**src/rtl/booth_pkg.sv**
```systemverilog
// booth_pkg: shared definitions for the Booth multiplier scheduler.
//   - state_e   : scheduler FSM state encoding
//   - Q_ADD/SUB : {Q[0],Q[-1]} patterns that request an add / subtract
//   - N_DEFAULT : default operand width (= Booth iteration count)
package booth_pkg;

  localparam int N_DEFAULT = 4;

  localparam logic [1:0] Q_ADD = 2'b01;
  localparam logic [1:0] Q_SUB = 2'b10;

  typedef enum logic [2:0] {
    S_IDLE  = 3'd0,
    S_LOAD  = 3'd1,
    S_EVAL  = 3'd2,
    S_SHIFT = 3'd3,
    S_DONE  = 3'd4
  } state_e;

endpackage

```
**src/rtl/booth_scheduler_rr_arbiter2.sv**
```systemverilog
// rr_arbiter2: two-way round-robin arbiter.
// Ports:
//   clk, rst_n  - clock, asynchronous active-low reset
//   req_i[1:0]  - request vector
//   update_i    - load the pointer with gnt_id_i (end of a served job)
//   gnt_id_i    - id of the requester just served
//   winner_o    - id of the requester that wins this cycle
// The pointer remembers the last served requester; on a tie the other one
// wins. It resets to 1 so requester 0 takes the first tie.
module rr_arbiter2 (
  input  logic       clk,
  input  logic       rst_n,
  input  logic [1:0] req_i,
  input  logic       update_i,
  input  logic       gnt_id_i,
  output logic       winner_o
);

  logic ptr_q;
  logic ptr_d;

  function automatic logic grant2(input logic [1:0] req, input logic ptr);
    logic w;
    case (req)
      2'b01:   w = 1'b0;
      2'b10:   w = 1'b1;
      2'b11:   w = ~ptr;
      default: w = 1'b0;
    endcase
    return w;
  endfunction

  // Pointer next-state: follow the served id when a job completes.
  always_comb begin
    ptr_d = ptr_q;
    if (update_i) begin
      ptr_d = gnt_id_i;
    end else begin
      ptr_d = ptr_q;
    end
  end

  // Pointer register.
  always_ff @(posedge clk or negedge rst_n) begin
    if (!rst_n) begin
      ptr_q <= 1'b1;
    end else begin
      ptr_q <= ptr_d;
    end
  end

  assign winner_o = grant2(req_i, ptr_q);

endmodule

```
**src/rtl/booth_scheduler.sv**
```systemverilog
// booth_scheduler: round-robin scheduler and sequencer for a shared radix-2
// Booth multiplier datapath (A/Q/M registers, adder/subtractor, shifter).
// Ports:
//   clk, rst_n            - clock, asynchronous active-low reset
//   req0_i, req1_i        - requests, held high until the matching ack
//   ack0_o, ack1_o        - pulse in LOAD for the selected requester
//   done0_o, done1_o      - pulse in DONE for the selected requester
//   busy_o                - high in every state except IDLE
//   sel_o                 - operand mux select, fixed from LOAD to DONE
//   q_i                   - {Q[0], Q[-1]} from the datapath
//   cargaQ_o, cargaM_o    - load multiplier / multiplicand (clears A, Q[-1])
//   cargaA_o, resta_o     - load A with A+M (resta=0) or A-M (resta=1)
//   desp_o                - arithmetic right shift of A:Q:Q[-1]
//   fin_o                 - high in DONE
module booth_scheduler
  import booth_pkg::*;
#(
  parameter int N = N_DEFAULT
) (
  input  logic       clk,
  input  logic       rst_n,
  input  logic       req0_i,
  input  logic       req1_i,
  output logic       ack0_o,
  output logic       ack1_o,
  output logic       done0_o,
  output logic       done1_o,
  output logic       busy_o,
  output logic       sel_o,
  input  logic [1:0] q_i,
  output logic       cargaQ_o,
  output logic       cargaM_o,
  output logic       cargaA_o,
  output logic       resta_o,
  output logic       desp_o,
  output logic       fin_o
);

  localparam int CW = $clog2(N + 1);

  state_e        state_q, state_d;
  logic [CW-1:0] cnt_q, cnt_d;
  logic          sel_q, sel_d;

  logic winner_s;
  logic arb_update_s;
  logic ack0_s, ack1_s, done0_s, done1_s;
  logic carga_qm_s, carga_a_s, resta_s, desp_s, fin_s;

  rr_arbiter2 u_arb (
    .clk      (clk),
    .rst_n    (rst_n),
    .req_i    ({req1_i, req0_i}),
    .update_i (arb_update_s),
    .gnt_id_i (sel_q),
    .winner_o (winner_s)
  );

  // Next-state, counter and strobe decode.
  always_comb begin
    state_d      = state_q;
    cnt_d        = cnt_q;
    sel_d        = sel_q;
    arb_update_s = 1'b0;
    ack0_s       = 1'b0;
    ack1_s       = 1'b0;
    done0_s      = 1'b0;
    done1_s      = 1'b0;
    carga_qm_s   = 1'b0;
    carga_a_s    = 1'b0;
    resta_s      = 1'b0;
    desp_s       = 1'b0;
    fin_s        = 1'b0;
    case (state_q)
      S_IDLE: begin
        // sel only ever changes here, on the way into LOAD
        if (req0_i || req1_i) begin
          sel_d   = winner_s;
          state_d = S_LOAD;
        end else begin
          state_d = S_IDLE;
        end
      end
      S_LOAD: begin
        carga_qm_s = 1'b1;
        if (sel_q) begin
          ack1_s = 1'b1;
        end else begin
          ack0_s = 1'b1;
        end
        cnt_d   = CW'(N);
        state_d = S_EVAL;
      end
      S_EVAL: begin
        if ((q_i == Q_ADD) || (q_i == Q_SUB)) begin
          carga_a_s = 1'b1;
          resta_s   = (q_i == Q_SUB);
          state_d   = S_SHIFT;
        end else begin
          // shift-only iteration: finishes the iteration in this cycle
          desp_s = 1'b1;
          cnt_d  = cnt_q - CW'(1);
          if (cnt_q == CW'(1)) begin
            state_d = S_DONE;
          end else begin
            state_d = S_EVAL;
          end
        end
      end
      S_SHIFT: begin
        desp_s = 1'b1;
        cnt_d  = cnt_q - CW'(1);
        if (cnt_q == CW'(1)) begin
          state_d = S_DONE;
        end else begin
          state_d = S_EVAL;
        end
      end
      S_DONE: begin
        fin_s        = 1'b1;
        arb_update_s = 1'b1;
        if (sel_q) begin
          done1_s = 1'b1;
        end else begin
          done0_s = 1'b1;
        end
        state_d = S_IDLE;
      end
      default: begin
        state_d = S_IDLE;
      end
    endcase
  end

  // State, iteration counter and operand select registers.
  always_ff @(posedge clk or negedge rst_n) begin
    if (!rst_n) begin
      state_q <= S_IDLE;
      cnt_q   <= '0;
      sel_q   <= 1'b0;
    end else begin
      state_q <= state_d;
      cnt_q   <= cnt_d;
      sel_q   <= sel_d;
    end
  end

  assign ack0_o   = ack0_s;
  assign ack1_o   = ack1_s;
  assign done0_o  = done0_s;
  assign done1_o  = done1_s;
  assign busy_o   = (state_q != S_IDLE);
  assign sel_o    = sel_q;
  assign cargaQ_o = carga_qm_s;
  assign cargaM_o = carga_qm_s;
  assign cargaA_o = carga_a_s;
  assign resta_o  = resta_s;
  assign desp_o   = desp_s;
  assign fin_o    = fin_s;

endmodule

```
**config.mk**
```make
export PLATFORM = sky130hd
export DESIGN_NAME = booth_scheduler
export DESIGN_NICKNAME = d
export VERILOG_FILES = /design/src/rtl/booth_pkg.sv /design/src/rtl/booth_scheduler_rr_arbiter2.sv /design/src/rtl/booth_scheduler.sv
export SDC_FILE = /design/constraint.sdc
export NUM_CORES = 1
export LEC_CHECK = 0
export CORE_AREA = 2 2 39 41
export DETAILED_ROUTE_END_ITERATION = 10
export DIE_AREA = 0 0 41 43
export HOLD_SLACK_MARGIN = 0.15
export PLACE_DENSITY_LB_ADDON = 0.2
export SYNTH_ARGS = -nofsm -noshare
export SYNTH_HDL_FRONTEND = slang
export SYNTH_SLANG_ARGS = --single-unit
```
**constraint.sdc**
```tcl
create_clock -name clk -period 1.5 [get_ports clk]
set_clock_uncertainty 0.1 [all_clocks]
set_input_delay 0.225 -clock clk [delete_from_list [all_inputs] [get_ports clk]]
set_output_delay 0.225 -clock clk [all_outputs]
set_load 0.02 [all_outputs]
```
==> summary.md <==
| Metric | Value |
|---|---|
| Diode count | `0` |
| WL/cell | `12.85 µm` |
| Final hold violation count | `0` |
| Nets | `96` |
| Leakage | `0.0004268 µW` |
| Die H | `43 µm` |
| Worst min path class | `reg -> reg` |
| Area occupied by multi-input gates | `297.8 µm²` |
| Most common cell in the netlist | `dfrtp_1` |
| Yosys warns | `0` |
| DIE WIDTH | `41 µm` |
| RSZ-0062 raised after global routing | `true` |
| Tot GR Track Use | `0.1689` |
| Mean Syn Cell Area | `around 9.5 µm²` |
| Core Region | `1384 µm²` |
| Critical R2R Launch | `state_q[0]$_DFF_PN0_` |
| Synthesized Nets | `59` |
| Max FO, Critical Path | `4` |
| Antenna violations before repair | `0` |
| GR Util met2 | `0.2531` |
| Max frequency | `0.6293 GHz` |
| CTS Buf Count | `3` |
| DRC viols | `0` |
| Met3 usage | `0.03141` |
| Vias in the first global route | `465` |
| Leading cell types by count after synthesis | `dfrtp_1, inv_1, nor2_1` |
| Setup crit end kind | `output pin` |
| Synth Instances | `50` |
| Final Max Slew Viols | `0` |
| Failing checks | `setup timing` |
| CTS tree | `built` |
| Share of Yosys cell area claimed by the top area cell type | `0.3675` |
| Worst skew pair latency | `approximately 0.25 ns` |
| Gr busiest metal | `met2` |
| R2R cell count | `5` |
| Global-route wire length before repair | `1.890 mm` |
| Yosys cell types | `27` |
| P&R area growth vs syn | `85.04%` |
| Hold Startpoint | `cnt_q[0]$_DFFE_PN0P_` |
| Outcome | `complete, but fails checks` |
| Drt pass-1 iters | `4` |
| Largest net degree at the start of global routing | `9` |
| Rel. slew slack | `0.7643` |
| H-tree levels | `1` |
| Setup violators final | `7` |
| Startpoint Class | `flip-flop` |
| DR vias/cell | `between 4 and 5` |
| Crit Path Class | `reg -> out` |
| Place WS | `-0.7919 ns` |
| Starting density of the core | `0.3445` |
| 1st-iter DRT viols | `6` |
| Cell row count | `14` |
| Worst setup margin | `-0.08906 ns` |
| Final setup TNS | `-0.3820 ns` |
| Register area | `205.2 µm²` |
| R2r setup slk | `about 0.090 ns` |
| Hold EP | `cnt_q[0]$_DFFE_PN0P_` |
| Crit path DAT | `1.26 ns` |
| Number of synthesized flops with an enable pin | `0` |
| Clock sink count | `8` |
| Seq/Total Area, Yosys | `0.4226` |
| Reg2reg end | `sel_o$_DFFE_PN0P_` |
| Yosys top cell by area | `dfrtp_1` |
| Synth area leaders | `dfrtp_1, ha_1, dfstp_2` |
| Routed Antenna Nets | `0` |
| Post-synth top flop | `dfrtp_1` |
| Layout cells sized above 1 | `0.5814` |
| PortBufs | `17` |
| Via count | `484` |
| Root buf cell | `clkbuf_4` |
| Worst-path clk slew | `0.06 ns` |
| Final WL | `1.311 mm` |
| Die ar. | `1763 µm²` |
| # fillers | `~120` |
| GP Congestion | `0.7047` |
| Peak supply drop | `0.9946 mV` |
| Syn Std Cell Area | `476.7 µm²` |
| Max Buffers Root-to-Sink | `2` |
| DPL Wire Length | `863.1 µm` |
| Max_cap viols | `0` |
| Final worst path period share | `1.059` |
| Final global-route overflow total | `0` |
| Period minus WS final | `1.589 ns` |
| PD cells | `around 1900 nW/µm²` |
| Hold Path Stages | `1` |
| Critical Path RT | `1.17 ns` |
| Num ports | `18` |
| Slew at the pin closest to its max-slew limit | `0.3488 ns` |
| Yosys reg bits | `8` |
| Met1 Use GR | `0.2047` |
| Ys async rst share | `1.000` |
-- stage by stage --
stage | util | instances | power, µW | hold WS, ns | cell area [µm²]
after global routing | 0.6374 | 102 | 1836 | 0.4208 | 882.1
after CTS | 0.5958 | 101 | 1609 | 0.4116 | 824.5
after floorplan | - | 50 | 894.4 | -0.1706 | 479.2
final | 0.6374 | 102 | 1709 | 0.4083 | 882.1
after detailed placement | 0.5271 | 91 | 1285 | 0.4014 | 729.5
after global placement | 0.5271 | 91 | 1268 | 0.4030 | 729.5
-- layer usage --
metal | vias to the layer above | share of wire
met1 | 233 | 0.42
li1 | 240 | -
met4 | 0 | 0.0092
met3 | 2 | 0.029
met5 | - | 0
met2 | 9 | 0.54
-- where the power goes --
part / switching (µW) / internal [µW]
clock: 70.8 / 102
combinational: 479 / 599
sequential: 125 / 333
-- critical path, stage by stage (launching register included) --
cell and delay [ns]:
dfrtp_1 0.43, nand2b_4 0.19, or2_4 0.24, inv_2 0.05
buf_6 0.10
-- registers in the layout, summed over array words and instances, names as in the netlist --
register / count
u_arb.ptr_q: 1
state_q: 3
cnt_q: 3
sel_o: 1
-- worst max-delay path by stage --
stage,depth (start not counted),end,slack [ns],from
final,4,desp_o,-0.09,state_q[2]$_DFF_PN0_
after global routing,4,ack0_o,-0.17,state_q[1]$_DFF_PN0_
after CTS,5,done0_o,-0.10,state_q[1]$_DFF_PN0_
after detailed placement,7,desp_o,-0.79,q_i[0]
after global placement,7,desp_o,-0.78,q_i[0]
after floorplan,4,ack0_o,0.01,state_q[2]$_DFF_PN0_
-- layout make-up --
class                           count  share of cell area
Multi-Input combinational cell     34              0.3376
Timing Repair Buffer               34              0.3518
Tap cell                           16             0.02270
Inverter                            6             0.02553
Sequential cell                     8              0.2326
Clock buffer                        4             0.02979
-- timing repair --
item / 4_1_cts / 5_1_grt
setup endpoints to repair: 17 / 12
resized for setup: 72 / 15
endpoints found under the hold margin: 4 / 0
hold buffers: 1 / 0
buffers inserted: 5 / 1
pin swaps: 4 / 3
cloned: 0 / 0
-- cells in the final DEF (no fill, tap or decap), types with 2 or more instances in the layout --
cell             count
o22ai_1              2
inv_2                2
clkdlybuf4s50_1      3
dfrtp_2              3
clkbuf_4             3
nor3b_2              2
nand2_1              2
nor3_4               2
nor2_1               2
buf_6               11
buf_4               16
dfrtp_1              4
nor2_2               2
inv_1                4
o21ai_0              2
dlygate4sd2_1        3
ha_1                 2
-- kinds of logic after synthesis --
kind of cell,share of synthesized area
simple gates,0.2966
compound gates,0.1233
buf+inv,0.07873
flops,0.4226
fa+ha+maj,0.07875
Power figures use the tool's default switching activity.
==> edit, RTL diff (config.mk and constraints unchanged) <==
Change the package constant `N_DEFAULT` from 4 to 2.
--- a/src/rtl/booth_pkg.sv
+++ b/src/rtl/booth_pkg.sv
@@ -4,7 +4,7 @@
 //   - N_DEFAULT : default operand width (= Booth iteration count)
 package booth_pkg;
 
-  localparam int N_DEFAULT = 4;
+  localparam int N_DEFAULT = 2;
 
   localparam logic [1:0] Q_ADD = 2'b01;
   localparam logic [1:0] Q_SUB = 2'b10;
Behaviour: not the same (Yosys sat finds a counterexample within 10 cycles, from zero or initial values and one cycle with rst_n low).
==> edit against the unedited design <==
The run still ends with negative setup slack left. Critical path depth unchanged. Core utilization shrank 7.1 points. Power fell by 12%. Worst hold slack worse by 16 ps. Design area shrank 11%. Setup slack worse by 6.3 ps. Register-to-register slack lost 20 ps. Sequential cell count shrank 1. Wire length down 23%. Area after synthesis shrank 18%. Largest cell class unchanged. Highest routed layer unchanged.
==> edit: results (changes against the unedited design) <==
status - finished, violations left (unchanged)
failing checks - negative setup slack (unchanged)
Total Routing Usage GR - 14.0% (was 16.9%)
Synthesized Nets - 51 (was 59)
Peak VDD IR - 0.989 mV (was 0.995 mV)
first-pass GRT wire length - 1610 um (was 1890 um)
largest net degree at the start of global routing - 8 (was 9)
number of global-route vias before repair - 396 (was 465)
DRT iter0 DRCs - 1 (was 6)
M1 WL - 437 um (was 547 um)
worst reg2reg path endpoint - cnt_q[1] (was sel_o)
relative slew slack - 77.9% (was 76.4%)
routed wl met2 - 482 um (was 713 um)
r2r setup slk - 70 ps (was 90 ps)
synth cell count leaders - dfrtp_1 (6), inv_1 (5), nor2_1 (5) (was dfrtp_1 (7), inv_1 (5), nor2_1 (5))
met3 Use GR - 6.28% (was 3.14%)
HPWL after detailed placement - 710 um (was 863 um)
WP data arrival - 1270 ps
Via Count - 417 (was 484)
Avg WL per Cell - 10.9 um (was 12.9 um)
clock power share - 11.2% (was 10.1%)
met3 wire len - 72 um (was 38 um)
Placed Instance Area - 646 um^2 (was 729 um^2)
Final WS setup - -95.3 ps (was -89.1 ps)
hold path start - cnt_q[1] (was cnt_q[0])
Slowest-stage cell, CP - dfrtp_2 (was dfrtp_1)
Synth Area in Compound Gates - 11.9% (was 12.3%)
net total in the final layout - 86 (was 96)
biggest regs - state_q (3), cnt_q (2) (was cnt_q (3), state_q (3))
Crit Path Max Fanout - 3 (was 4)
hold slack - 393 ps (was 408 ps)
setup violation total in the final timing report - 8 (was 7)
clock network power - 0.168 mW (was 0.172 mW)
Post-Synth Adder-Cell Area - 6.43% (was 7.87%)
most area-consuming cells after synthesis - dfrtp_1 (39%), dfstp_2 (6.8%), ha_1 (6.4%) (was dfrtp_1 (37%), ha_1 (7.9%), dfstp_2 (5.5%))
[edit: timing repair]
action,CTS,global route
hold endpoints to repair,6,0
hold buffers,1,0
resized for setup,67,21
buffers inserted,4,2
gates cloned,0,0
setup endpoints to repair,14,12
pin swaps,4,6
[edit: cell families (layout without fill, tap and decap cells)]
| logic type | Yosys count | count (layout) |
|---|---|---|
| AO/OA/AOI/OAI | 7 | 7 |
| adder cells (fa/ha/maj) | 2 | 2 |
| buffers and inverters | 6 | 40 |
| flip-flops | 7 | 7 |
| AND/OR/NAND/NOR | 21 | 21 |
[edit: cell type report]
cell class,count,area (um^2)
Multi-Input combinational cell,30,259
Timing Repair Buffer,31,279
Inverter,5,18.8
Fill cell,124,599
Sequential cell,7,181
Clock buffer,4,26.3
Tap cell,16,20.0
[edit: stage by stage]
stage               cells  TNS [ps]
CTS                    91      -551
finish                 93      -570
floorplan              43         0
global route           93     -1270
global placement       83     -4830
detailed placement     83     -4820
